`config.mk`:
```
export PLATFORM = sky130hd
export DESIGN_NAME = pc_update_unit
export DESIGN_NICKNAME = d
export VERILOG_FILES = /design/src/rtl/pc_update_unit.sv
export SDC_FILE = /design/constraint.sdc
export NUM_CORES = 1
export LEC_CHECK = 0
export BUFFER_PORTS_ARGS = -buffer_cell sky130_fd_sc_hd__buf_2
export CORE_UTILIZATION = 50
export CTS_CLUSTER_SIZE = 30
export DETAILED_ROUTE_END_ITERATION = 6
export PLACE_DENSITY = 0.69
export SYNTH_ARGS = -nofsm -noshare
export SYNTH_HDL_FRONTEND = slang
export SYNTH_SLANG_ARGS = --single-unit
```
`constraint.sdc`:
```
create_clock -name clk -period 4.84 [get_ports clk]
set_input_delay 0.484 -clock clk [delete_from_list [all_inputs] [get_ports clk]]
set_output_delay 0.484 -clock clk [all_outputs]
set_load 0.05 [all_outputs]
```
`src/rtl/pc_update_unit.sv`:
```
// Program-counter update stage: sequential/branch/jump targets plus a circular
// return-address stack for call/return, all updated on the pc_write strobe.
module pc_update_unit #(
  parameter int               WIDTH     = 32,
  parameter int               RAS_DEPTH = 8,
  parameter logic [WIDTH-1:0] RESET_PC  = '0
) (
  input  logic                           clk,
  input  logic                           rst_n,
  input  logic                           pc_write,
  input  logic [1:0]                     pc_src,
  input  logic                           push_ra,
  input  logic [15:0]                    br_imm,
  input  logic [25:0]                    jmp_imm,
  output logic [WIDTH-1:0]               pc,
  output logic [WIDTH-1:0]               pc_plus4,
  output logic [WIDTH-1:0]               ras_top,
  output logic [$clog2(RAS_DEPTH):0]     ras_count,
  output logic                           ras_empty,
  output logic                           ras_full,
  output logic                           ras_ovf,
  output logic                           ras_unf
);

  localparam int PTR_W = $clog2(RAS_DEPTH);
  localparam int CNT_W = PTR_W + 1;

  localparam logic [1:0] SRC_SEQ    = 2'b00;
  localparam logic [1:0] SRC_BRANCH = 2'b01;
  localparam logic [1:0] SRC_JUMP   = 2'b10;
  localparam logic [1:0] SRC_RETURN = 2'b11;

  logic [WIDTH-1:0] ras_mem [RAS_DEPTH];
  logic [PTR_W-1:0] sp;
  logic [PTR_W-1:0] top_idx;

  logic [WIDTH-1:0] br_off;
  logic [WIDTH-1:0] jmp_off;

  logic [WIDTH-1:0] pc_next;
  logic [PTR_W-1:0] sp_next;
  logic [CNT_W-1:0] count_next;
  logic             ovf_next;
  logic             unf_next;
  logic             mem_we;
  logic [PTR_W-1:0] mem_waddr;
  logic             do_pop;

  // Word offsets are sign-extended and scaled to bytes, so targets stay aligned.
  assign br_off  = {{(WIDTH-18){br_imm[15]}},  br_imm,  2'b00};
  assign jmp_off = {{(WIDTH-28){jmp_imm[25]}}, jmp_imm, 2'b00};

  assign pc_plus4  = pc + WIDTH'(4);
  assign top_idx   = sp - PTR_W'(1);
  assign ras_empty = (ras_count == '0);
  assign ras_full  = (ras_count == CNT_W'(RAS_DEPTH));
  assign ras_top   = ras_empty ? '0 : ras_mem[top_idx];
  assign do_pop    = pc_write && (pc_src == SRC_RETURN);

  always_comb begin
    pc_next    = pc;
    sp_next    = sp;
    count_next = ras_count;
    ovf_next   = ras_ovf;
    unf_next   = ras_unf;
    mem_we     = 1'b0;
    mem_waddr  = sp;

    if (pc_write) begin
      case (pc_src)
        SRC_SEQ:    pc_next = pc_plus4;
        SRC_BRANCH: pc_next = pc + br_off;
        SRC_JUMP:   pc_next = pc + jmp_off;
        default:    pc_next = ras_empty ? RESET_PC : ras_top;
      endcase

      if (do_pop && ras_empty)
        unf_next = 1'b1;

      // A combined return+call on a non-empty stack swaps the top in place.
      if (push_ra && do_pop && !ras_empty) begin
        mem_we    = 1'b1;
        mem_waddr = top_idx;
      end else if (push_ra) begin
        mem_we    = 1'b1;
        mem_waddr = sp;
        sp_next   = sp + PTR_W'(1);
        if (ras_full)
          ovf_next = 1'b1;
        else
          count_next = ras_count + CNT_W'(1);
      end else if (do_pop && !ras_empty) begin
        sp_next    = top_idx;
        count_next = ras_count - CNT_W'(1);
      end
    end
  end

  always_ff @(posedge clk) begin
    if (!rst_n) begin
      pc        <= RESET_PC;
      sp        <= '0;
      ras_count <= '0;
      ras_ovf   <= 1'b0;
      ras_unf   <= 1'b0;
    end else begin
      pc        <= pc_next;
      sp        <= sp_next;
      ras_count <= count_next;
      ras_ovf   <= ovf_next;
      ras_unf   <= unf_next;
    end
  end

  // Storage is never cleared; the count alone decides which entries are live.
  always_ff @(posedge clk) begin
    if (rst_n && mem_we)
      ras_mem[mem_waddr] <= pc_plus4;
  end

endmodule
```
* Yosys cells after proc, flatten, opt, wreduce, memory -nomap -nowiden *
Memories as Yosys holds them, arrays and structs flattened.
Cells that the tools add are included.
Widths: inputs -> output; s select.

storage, ports and cells
  memories kept = 1
  output and inout port bits = 104
  register bits after elaboration = 41
  input bits = 48
  word-level logic and storage cells = 48
  RAM bits = 256

memory list
  name     words  width  rd ports  clocked after memory_dff  write ports  RTL line  source
  ras_mem  8      32     1         0                         1            33        logic [WIDTH-1:0] ras_mem [RAS_DEPTH];

operators by class
  reduce and logical (&&, ||, !) cells = 14
  equal/unequal tests = 5
  bitwise gates (word level) = 1
  $add $sub $neg = 7
  mux-type cells = 15

operator list
  operator               number
  $pmux 32 s3            1
  $add 32x32->32         2
  $mux 32                2
  $add 32x3->32 const B  1
  $mux 3                 4
  $mux 4                 3
  $reduce_and 4->1       2
  $logic_and 1x1->1      6
  $mux 1                 5
  $add 4x1->4 const B    1
  $eq 2x2->1 const B     2
  $eq 4x4->1 const B     1
  $logic_not 4->1        1
  $sub 4x1->4 const B    1
  $add 3x1->3 const B    1
  $reduce_and 3->1       1
  $sub 3x1->3 const B    1
  $eq 2x1->1 const B     1
  $logic_not 2->1        1
  $ne 2x2->1 const B     1
  $reduce_and 2->1       1
  $reduce_bool 2->1      1
  $logic_not 1->1        1
  $not 1->1              1

* Logic depth before layout (Yosys ltp) *
Gate-level depths: netlist of run 1.

  depth after elaboration = 9
  gate-level depth with buffers = 15
  mapped depth without buffers = 13

* Worst setup path after synthesis of run 1 *
No wires, ideal clock.

  kind = register to register
  start = reg sp[0]
  end = mem ras_mem[0][0] (enable)
  path buffers = 5
  period minus slack after synthesis = 4.432 ns
  data arrival time = 4.008 ns
  library setup time = 0.425 ns
  stages on the path, launching flop included = 13
  data required time = 4.415 ns
  setup slack = 0.408 ns
  path through = dfxtp_1 > clkbuf_1 > buf_4 > buf_2 > inv_1 > ha_1 > buf_2 > clkbuf_1 > inv_1 > or3_1 > o21ai_0 > o2bb2ai_1 > nor2b_1

on the way
  cells in the longest elaborated chain, start to end = 3

RTL lines
  what                      RTL line  source
  start: declaration        34        logic [PTR_W-1:0] sp;
  start signal: assignment  108       sp <= sp_next;
  $sub 3x1->3               54        assign top_idx = sp - PTR_W'(1);
  $mux 3                    81        if (push_ra && do_pop && !ras_empty) begin
  $mux 3 *                  69        if (pc_write) begin
  end: declaration          33

Mark *: on every way between the ends. The rest lies on a longest branch, timed or not.

* Worst setup path after layout of run 1 *
  start = reg pc[3]
  end = out pc_plus4[30]

on the way
  cells in the longest elaborated chain, start to end = 1

RTL lines
  what                      RTL line  source
  start: declaration        15        output logic [WIDTH-1:0] pc,
  start signal: assignment  107       pc <= pc_next;
  $add 32x3->32             53        assign pc_plus4 = pc + WIDTH'(4);
  end: declaration          16        output logic [WIDTH-1:0] pc_plus4,

No other way between the ends.

==> run_results.csv, run 1 <==
group,metric,value,unit
outcome,outcome,"finished clean",
clock_network,ctsHoldBuffers,0,
grt,globalRouteMet1Util,38.09,%
grt,busiest_layer,"met2",
critical_path,slowest_delay,0.61,ns
logic_synthesis,syn_area,14580,um2
power,p_switching,2.463,mW
clock_network,clockRootBuffer,"clkbuf_16",
critical_path,worstSetupStartpointType,"flop",
clock_network,clkLatencyLatePin,0.53,ns
power,ir_drop,241.4,uV
detailed_routing,vias,9981,
final_layout,diodes,0,
worst_hold_path,hold_path.class,"input pin to flop",
logic_synthesis,synth_flop_cell,"edfxtp_1",
timing,setup_viol,0,
die,die_w,172.7,um
grt,grt_util_all_layers,25.95,%
timing,worstMarginPinSlew,1.037,ns
die,initial_core_util,50.78,%
detailed_routing,drc,0,
die,io_pins,152,
final_layout,drive_gt1_share,25.65,%
logic_synthesis,synth_nets,1190,
final_layout,multi_input_area,5779,um2
clock_network,post_cts_buffers,0,
critical_path,cp_slowest_cell,"xnor2_1",
grt,grt-ovfl-total,0,
power,p_comb_share,29.9,%
timing,slew_viol_final,0,
power,p_clk_share,28.2,%
final_layout,ff_latch_area,8512,um2
die,die_h,172.7,um
placement,place_congestion,0.8906,
clock_network,ctsResizeCount,0,
logic_synthesis,ys_types,70,
clock_network,clk_pin_slew,0.06,ns
timing,post-route-period-util,82.21,%
grt,grt_max_degree,68,
clock_network,cts_buffers,27,
timing,max_freq,251.3,MHz
run,drv_cap,0,
detailed_routing,drt-total-wl,38.88,mm
power,p_leak,6.184,nW
critical_path,cp.arrival,3.49,ns
placement,hpwl,26.11,mm
grt,grt_pass1_wl,58.77,mm
timing,skew,0.01139,ns
critical_path,end_kind,"output port",
critical_path,required,4.36,ns
final_layout,syn_to_final_growth,14.51,%
logic_synthesis,yosysWarnings,0,
detailed_routing,wire_per_inst,23.55,um
detailed_routing,drtPass1Iterations,7,
clock_network,cts_tree,"yes",
die,num_rows,62,
power,p_int,4.651,mW
detailed_routing,viasPerCell,6.045,
clock_network,cts.sinks,297,
clock_network,clockBufferDepth,3,
critical_path,path_class,"flop to output port",
logic_synthesis,netlist_instances,1096,
grt,grt_pass1_vias,9821,
logic_synthesis,synth_enable_flop_cells,256,
logic_synthesis,avgSynthCellArea,13.30,um2
power,p_per_area,426.2,nW/um2
timing,rsz0062_at_grt,"no",
placement,port_buffers,151,
power,swShare,34.62,%
logic_synthesis,synth-seq-cells,297,
timing,fin_setup_tns,0,ns
final_layout,fillCellCount,2356,
grt,antenna_found_initial,0,
power,pwr-share-seq,41.8,%
detailed_routing,drt_iter0_drc,962,
die,die_area,29840,um2
detailed_routing,ant_nets,0,
critical_path,cp_cell_sequence,"ha_1 -> nand3_1 -> buf_4 -> nor4_1 -> or3b_4 -> or2_4 -> xnor2_1 -> buf_2",
logic_synthesis,ys_async_sr_fraction,0,%
die,core_area,28700,um2
final_layout,fin_nets,1342,
timing,min_period,3.979,ns
critical_path,crit_path_max_fanout,9,
logic_synthesis,seq_area_frac_synth,58.37,%
grt,use_met3,3.760,%
timing,hold_viol_final,0,
timing,relSlewSlack,30.34,%
timing,hold_slack,0.3793,ns
clock_network,htreeDepth,1,
grt,gr-usage-met2,39.80,%
## stage by stage
step | area (um2) | cells | util [%] | setup slack, ns | power (mW)
finish | 16690 | 1651 | 58.15 | 0.8612 | 7.113
global route | 16690 | 1651 | 58.15 | 0.6439 | 7.356
CTS | 16690 | 1651 | 58.15 | 0.8434 | 7.124
detailed placement | 15880 | 1603 | 55.32 | 0.8942 | 5.141
global placement | 15880 | 1603 | 55.32 | 0.9402 | 5.130
floorplan | 14580 | 1096 | - | 0.4076 | 4.519
## Yosys cell counts (10+ instances only)
cell type	n	area [um2]
nor2_1	40	150.1
nor3_1	18	90.09
nand2_1	148	555.5
nand3_1	34	170.2
mux2_2	16	180.2
xor2_1	24	210.2
dfxtp_1	41	820.8
xnor2_1	35	306.5
nor2b_1	13	81.33
mux4_2	64	1441
a221oi_1	14	122.6
buf_2	10	50.05
clkbuf_1	36	135.1
ha_1	44	550.5
inv_1	18	67.56
nand4_1	10	62.56
mux2i_1	11	110.1
edfxtp_1	256	7687
o21ai_0	47	235.2
a21oi_1	59	295.3
a21o_1	13	97.59
## power by group through the flow
stage | clock, mW | combinational, mW | sequential (mW)
finish | 2.01 | 2.13 | 2.98
global route | 2.11 | 2.26 | 2.98
CTS | 2.03 | 2.12 | 2.97
detailed placement | 0 | 2.11 | 3.03
global placement | 0 | 2.10 | 3.03
floorplan | 0 | 1.42 | 3.10
## critical path: cells and delay by family, from the launching register on
kind / cells / cell delay (ns)
AND/OR/NAND/NOR: 4 / 0.96
buffers and inverters: 2 / 0.61
XOR/XNOR: 1 / 0.61
flip-flops: 1 / 0.52
adder cells (fa/ha/maj): 1 / 0.26
## cells in the final DEF, fill, tap and decap left out, types with 10 or more instances in the layout
cell type  synthesis  layout
ha_1              44      43
inv_1             18      18
nand2_1          148     148
xnor2_1           35      34
a21o_1            13      13
edfxtp_1         256     256
nor2b_1           13      11
mux4_2            64      64
mux2_2            16      16
nand3_1           34      34
nand4_1           10      10
mux2i_1           11      11
buf_4              9      34
a221oi_1          14      14
dfxtp_1           41      40
nor3_1            18      18
buf_2             10     151
o21ai_0           47      47
clkbuf_16          0      27
clkbuf_1          36      11
a21oi_1           59      59
nor2_1            40      34
xor2_1            24      23
## path summary, 6_finish.rpt
kind / endpoint / startpoint / slack [ns] / depth (start not counted)
max: pc_plus4[30] / pc[3]$_SDFFE_PN0P_ / 0.86 / 8
min: ras_ovf$_SDFFE_PN0P_ / rst_n / 0.38 / 2
max reg2reg: ras_mem[4][5]$_DFFE_PP_ / sp[0]$_SDFFE_PN0P_ / 1.20 / 9
min reg2reg: ras_ovf$_SDFFE_PN0P_ / ras_ovf$_SDFFE_PN0P_ / 0.48 / 1
## layer usage
layer / vias to the layer above / share of wire, %
li1: 4509 / -
met1: 4921 / 44
met2: 474 / 45
met3: 77 / 7.9
met4: 0 / 3.1
met5: - / 0
## cells by family after synthesis
kind of cell / after synthesis / share of synthesized area (%)
AND/OR/NAND/NOR: 302 / 9.752
flip-flops: 297 / 58.37
AO/OA/AOI/OAI: 217 / 9.778
multiplexers: 91 / 11.88
buffers and inverters: 83 / 2.507
XOR/XNOR: 60 / 3.657
adder cells (fa/ha/maj): 46 / 4.052
## final cells by class
type | instances | area share (%)
Tap cell | 384 | 2.879
Timing Repair Buffer | 186 | 6.177
Clock inverter | 10 | 0.5698
Sequential cell | 297 | 51.00
Multi-Input combinational cell | 716 | 34.63
Clock buffer | 38 | 4.296
Inverter | 20 | 0.4498
## registers in the layout, summed over array words and instances, names as in the netlist
signal / cells
ras_ovf: 1
ras_count: 4
ras_unf: 1
sp: 3
pc: 32
ras_mem: 256
(Power assumes the default switching activity.)
==> run 2: changes to the inputs <==
Settings changed: PLACE_DENSITY 0.69 to 0.72.
Clock period 4.84 ns to 3.56 ns, I/O delays scaled along.
==> run 2 against run 1 <==
Hold slack worse by 0.25 ns. Sequential power increased by 35%. Cell area is 3.4% higher. Non-clock buffer count is 33 higher.
==> run_results.csv, run 2 (synthesized netlist as in run 1, its figures left out) <==
group,metric,value,unit
timing,max_freq,287.7,MHz
timing,min_period,3.476,ns
die,die_w,172.7,um
clock_network,cts_tree,"yes",
power,ir_drop,350.1,uV
final_layout,drive_gt1_share,28.78,%
final_layout,multi_input_area,5819,um2
detailed_routing,drt_iter0_drc,1231,
timing,setup_ws,0.08364,ns
timing,hold_viol_final,0,
grt,grt-ovfl-total,0,
grt,grt_max_degree,68,
final_layout,largest_reg_flops,256,
die,initial_core_util,50.78,%
power,p_int,6.736,mW
critical_path,path_class,"flop to output port",
grt,antenna_found_initial,1,
critical_path,r2r_cells,11,
critical_path,worstSetupStartpointType,"flop",
critical_path,crit_path_start,"pc[3]$_SDFFE_PN0P_",
detailed_routing,drc,0,
critical_path,crit_cells,7,
worst_hold_path,hold_path.class,"input pin to flop",
placement,port_buffers,151,
power,p_per_area,589.9,nW/um2
timing,worstMarginPinSlew,1.252,ns
critical_path,path_delay_family,"simple AND/OR/NAND/NOR gates",
detailed_routing,viasPerCell,6.183,
grt,grt_util_all_layers,26.36,%
timing,fin_setup_tns,0,ns
critical_path,reg2reg_slack,0.74,ns
placement,post-place-ws,0.02530,ns
clock_network,clockRootBuffer,"clkbuf_16",
final_layout,fin_nets,1376,
final_layout,final_cells,1687,
clock_network,clk_pin_slew,0.06,ns
clock_network,post_cts_buffers,0,
power,finalPower,10.18,mW
critical_path,cp_cell_sequence,"ha_1 -> nand3_1 -> nor4_1 -> or3b_4 -> nor2_4 -> xor2_2 -> buf_2",
die,io_pins,152,
grt,grt_pass1_wl,59.87,mm
timing,hold_slack,0.1248,ns
worst_hold_path,hold_start,"rst_n",
worst_hold_path,whs_path_depth,2,
die,die_h,172.7,um
detailed_routing,drtPass1Iterations,5,
power,p_clk_share,30.9,%
critical_path,end_kind,"output port",
placement,post-place-cells,1636,
final_layout,diodes,0,
critical_path,r2r-start,"pc[8]$_SDFFE_PN0P_",
final_layout,regMostFlops,"ras_mem",
clock_network,clockBufferDepth,3,
die,die_area,29840,um2
critical_path,slowest_delay,0.50,ns
placement,hpwl,26.65,mm
grt,grt_pass1_vias,10100,
final_layout,fillCellCount,2220,
timing,setup_viol,0,
critical_path,crit_path_max_fanout,7,
power,p_comb_share,29.7,%
final_layout,final_common_cell,"edfxtp_1",
power,p_leak,6.488,nW
timing,rsz0062_at_grt,"no",
die,core_area,28700,um2
run,drv_cap,0,
timing,slew_viol_final,0,
timing,skew,0.008943,ns
detailed_routing,ant_nets,0,
final_layout,syn_to_final_growth,18.41,%
critical_path,path_buf_inv,1,
placement,place_congestion,0.9346,
final_layout,design_area,17260,um2
clock_network,cts_buffers,28,
power,swShare,33.83,%
final_layout,final_cell_mix,"edfxtp_1, buf_2, nand2_1",
outcome,outcome,"finished clean",
die,num_rows,62,
detailed_routing,drt-total-wl,40.00,mm
final_layout,reg_top3,"ras_mem (256), pc (32), ras_count (4)",
final_layout,ff_latch_area,8512,um2
critical_path,cp_slowest_cell,"dfxtp_1",
clock_network,cts.sinks,297,
clock_network,clkLatencyLatePin,0.53,ns
timing,relSlewSlack,16.52,%
power,p_switching,3.444,mW
detailed_routing,vias,10430,
power,pwr-share-seq,39.5,%
placement,place_area,16240,um2
critical_path,cp.arrival,3.12,ns
detailed_routing,wire_per_inst,23.71,um
clock_network,htreeDepth,1,
timing,post-route-period-util,97.65,%
final_layout,final_util,60.13,%
critical_path,required,3.20,ns
[run 2: changes by cell type in the layout (fill, tap and decap cells not counted), sizes merged]
cell    change
buf        +33
clkinv      +3
clkbuf      -2
bufinv      +2
[run 2: worst register-to-register path, cell delays in order (launching register included)]
cell and delay (ns):
dfxtp_1 0.32, buf_4 0.16, ha_1 0.36, a211oi_1 0.32, o21ai_0 0.19, a31oi_1 0.32, o21ai_1 0.21, buf_4 0.18
xor2_1 0.13, a221oi_1 0.25, o2bb2ai_1 0.11, and2_1 0.16
[run 2: what timing repair did]
action	in CTS	in global routing
setup endpoints to repair	1	2
hold buffers	0	0
resized for setup	1	3
[run 2: final timing paths]
path                     endpoint
max                  pc_plus4[28]
min          ras_unf$_SDFFE_PN0P_
max reg2reg   pc[15]$_SDFFE_PN0P_
min reg2reg  ras_ovf$_SDFFE_PN0P_
[run 2: layer usage]
metal	share of wire (%)	global-route usage [%]	wire length, um
met3	9.1	3.408	3629
met4	3.2	9.329	1291
met2	47	42.31	18820
met1	41	37.20	16250
met5	0	0	0
[run 2: power by group through the flow]
stage / sequential [mW] / combinational, mW / clock [mW]
6_report: 4.02 / 3.02 / 3.14
5_1_grt: 4.03 / 3.18 / 3.29
4_1_cts: 4.01 / 3.00 / 3.16
3_5_place_dp: 4.09 / 2.97 / 0
3_3_place_gp: 4.08 / 2.95 / 0
2_1_floorplan: 4.22 / 1.94 / 0
[run 2: area by class of cell]
type	count	area share, %
Inverter	20	0.4350
Clock buffer	36	4.705
Multi-Input combinational cell	716	33.72
Tap cell	384	2.784
Sequential cell	297	49.32
Clock inverter	15	1.037
Timing Repair Buffer	219	8.003
==> run 3: changes to the inputs <==
Settings changed: ABC_AREA from default to 1, PLACE_DENSITY 0.72 to 0.75.
==> run 3 against run 2 <==
The flow now finishes with violations (design-rule violations). Clock skew grew 0.0073 ns. Core utilization shrank 1.6 points. Total power rose by 3.1%. Hold slack worse by 0.038 ns. Clock power is 1% lower. First-iteration DRC count increased by 22%. Sequential power barely moved. Final cell count rose by 38%. Critical path type unchanged. Critical endpoint is now pc_plus4[14].
==> run_results.csv, run 3 <==
group,metric,value,unit
die,io_pins,152,
logic_synthesis,synth_top_area_cell,"edfxtp_1",
logic_synthesis,avgSynthCellArea,8.928,um2
worst_hold_path,whs_path_depth,2,
detailed_routing,drc,3,
grt,grt-ovfl-total,0,
timing,rsz0062_at_grt,"yes",
critical_path,cp.arrival,3.07,ns
logic_synthesis,ys_top_cells_by_count,"nand2_1, edfxtp_1, nor2_1",
final_layout,reg_top3,"ras_mem (256), pc (32), ras_count (4)",
critical_path,worstSetupStartpointType,"flop",
critical_path,r2r_cells,8,
logic_synthesis,yosys-top-cells-area,"edfxtp_1, nand2_1, nor2_1",
detailed_routing,wire_per_inst,19.71,um
power,p_switching,3.966,mW
final_layout,diodes,0,
final_layout,fin_nets,2006,
clock_network,cts_buffers,29,
timing,setup_viol,0,
logic_synthesis,ys_types,47,
power,p_leak,7.566,nW
timing,worstMarginPinSlew,0.9708,ns
outcome,violations,"design-rule violations",
die,initial_core_util,51.23,%
die,die_h,179.7,um
placement,hpwl,30.47,mm
power,p_per_area,581.5,nW/um2
critical_path,end_kind,"output port",
grt,grt_max_degree,131,
grt,grt_util_all_layers,28.26,%
critical_path,path_class,"flop to output port",
critical_path,crit_path_max_fanout,9,
placement,port_buffers,151,
power,p_clk_share,29.5,%
worst_hold_path,hold_path.class,"input pin to flop",
detailed_routing,viasPerCell,5.733,
logic_synthesis,synth_enable_flop_cells,256,
logic_synthesis,synth-seq-cells,297,
clock_network,clk_pin_slew,0.06,ns
power,swShare,37.79,%
logic_synthesis,syn_area,15790,um2
clock_network,post_cts_buffers,0,
timing,slew_viol_final,0,
die,die_area,32300,um2
final_layout,drive_gt1_share,15.71,%
critical_path,r2r-end,"ras_mem[3][29]$_DFFE_PP_",
worst_hold_path,hold_start,"rst_n",
critical_path,required,3.20,ns
logic_synthesis,synth.most_common_cell,"nand2_1",
clock_network,clockBufferDepth,3,
clock_network,htreeDepth,1,
die,core_area,30830,um2
clock_network,cts_tree,"yes",
final_layout,syn_to_final_growth,14.28,%
clock_network,ctsResizeCount,0,
final_layout,final_common_cell,"nand2_1",
timing,min_period,3.425,ns
power,ir_drop,434.6,uV
grt,grt_pass1_wl,70.97,mm
placement,place_congestion,0.9534,
logic_synthesis,synth_flop_cell,"edfxtp_1",
logic_synthesis,synth_nets,1863,
clock_network,clkLatencyLatePin,0.57,ns
worst_hold_path,whs_endpoint,"ras_unf$_SDFFE_PN0P_",
power,p_comb_share,32.2,%
timing,fin_setup_tns,0,ns
logic_synthesis,ys_async_sr_fraction,0,%
power,p_int,6.529,mW
logic_synthesis,yosysWarnings,0,
final_layout,final_cell_mix,"nand2_1, edfxtp_1, nor2_1",
critical_path,r2r-start,"sp[0]$_SDFFE_PN0P_",
timing,relSlewSlack,35.28,%
detailed_routing,ant_nets,0,
detailed_routing,drt-total-wl,45.94,mm
power,pwr-share-seq,38.2,%
detailed_routing,drt_iter0_drc,1503,
die,die_w,179.7,um
final_layout,largest_reg_flops,256,
die,num_rows,64,
timing,hold_slack,0.08650,ns
timing,max_freq,292.0,MHz
clock_network,ctsHoldBuffers,0,
grt,grt_pass1_vias,12750,
detailed_routing,vias,13360,
run,drv_cap,0,
detailed_routing,drtPass1Iterations,7,
logic_synthesis,yosysTopAreaCellShare,48.67,%
power,finalPower,10.49,mW
outcome,outcome,"complete, but fails checks",
timing,post-route-period-util,96.20,%
critical_path,reg2reg_slack,0.84,ns
clock_network,cts.sinks,297,
logic_synthesis,netlist_instances,1769,
grt,antenna_found_initial,0,
timing,skew,0.01620,ns
final_layout,regMostFlops,"ras_mem",
timing,hold_viol_final,0,
logic_synthesis,seq_area_frac_synth,53.87,%
clock_network,clockRootBuffer,"clkbuf_16",
run 3: kinds of logic (layout without fill, tap and decap cells):
family                   after synthesis  after routing  synth area share [%]
AO/OA/AOI/OAI                        354            354                 12.86
flip-flops                           297            297                 53.87
buffers and inverters                268            434                 6.908
multiplexers                          15             15                 1.069
adder cells (fa/ha/maj)               46             46                 3.739
AND/OR/NAND/NOR                      768            768                 20.25
XOR/XNOR                              21             21                 1.307
run 3: layout make-up:
cell class,count,area [um2]
clock inverter,18,192.7
sequential,297,8512
fill,2621,12780
inverter,192,724.4
clock buffer,36,772.0
tap,396,495.5
multi-input combinational,1204,6269
timing repair buffer,188,1084
run 3: worst max-delay path by stage:
stage                        from                 endpoint  slack, ns  cells past startpoint
6_report       pc[3]$_SDFFE_PN0P_             pc_plus4[14]       0.14                      8
2_1_floorplan  sp[0]$_SDFFE_PN0P_  ras_mem[0][0]$_DFFE_PP_      -0.04                     10
5_1_grt        sp[0]$_SDFFE_PN0P_              ras_top[24]    -0.0004                      9
3_5_place_dp            pc_src[0]      pc[20]$_SDFFE_PN0P_       0.24                     17
3_3_place_gp            pc_src[0]      pc[20]$_SDFFE_PN0P_       0.28                     17
4_1_cts        sp[0]$_SDFFE_PN0P_              ras_top[24]       0.13                      9
run 3: through the flow:
stage	instances	worst slack [ns]	util, %	area, um2
floorplan	1769	-0.04449	-	15800
global placement	2277	0.2797	55.41	17080
detailed placement	2277	0.2436	55.41	17080
CTS	2331	0.1316	58.54	18050
global route	2331	-0.0004092	58.54	18050
finish	2331	0.1352	58.54	18050
run 3: power groups by stage:
stage	Clock, mW	Sequential, mW	Combinational (mW)
global route	3.23	4.02	3.63
detailed placement	0	4.08	3.33
floorplan	0	4.19	2.21
CTS	3.11	4.01	3.35
global placement	0	4.08	3.28
finish	3.10	4.01	3.38
run 3: per-layer routing:
layer | up-vias | global-route usage [%] | routed length [um]
li1 | 6293 | - | -
met5 | - | 0 | 0
met1 | 6355 | 39.06 | 19210
met3 | 100 | 3.019 | 3645
met4 | 0 | 11.41 | 1739
met2 | 616 | 45.76 | 21340
run 3: critical path, cell delays in order (launching register included):
cell     delay, ns
dfxtp_1       0.53
ha_1          0.38
nand2_1       0.12
nor2_2        0.23
inv_1         0.08
nor2_2        0.25
xor2_1        0.39
inv_1         0.24
buf_2         0.28
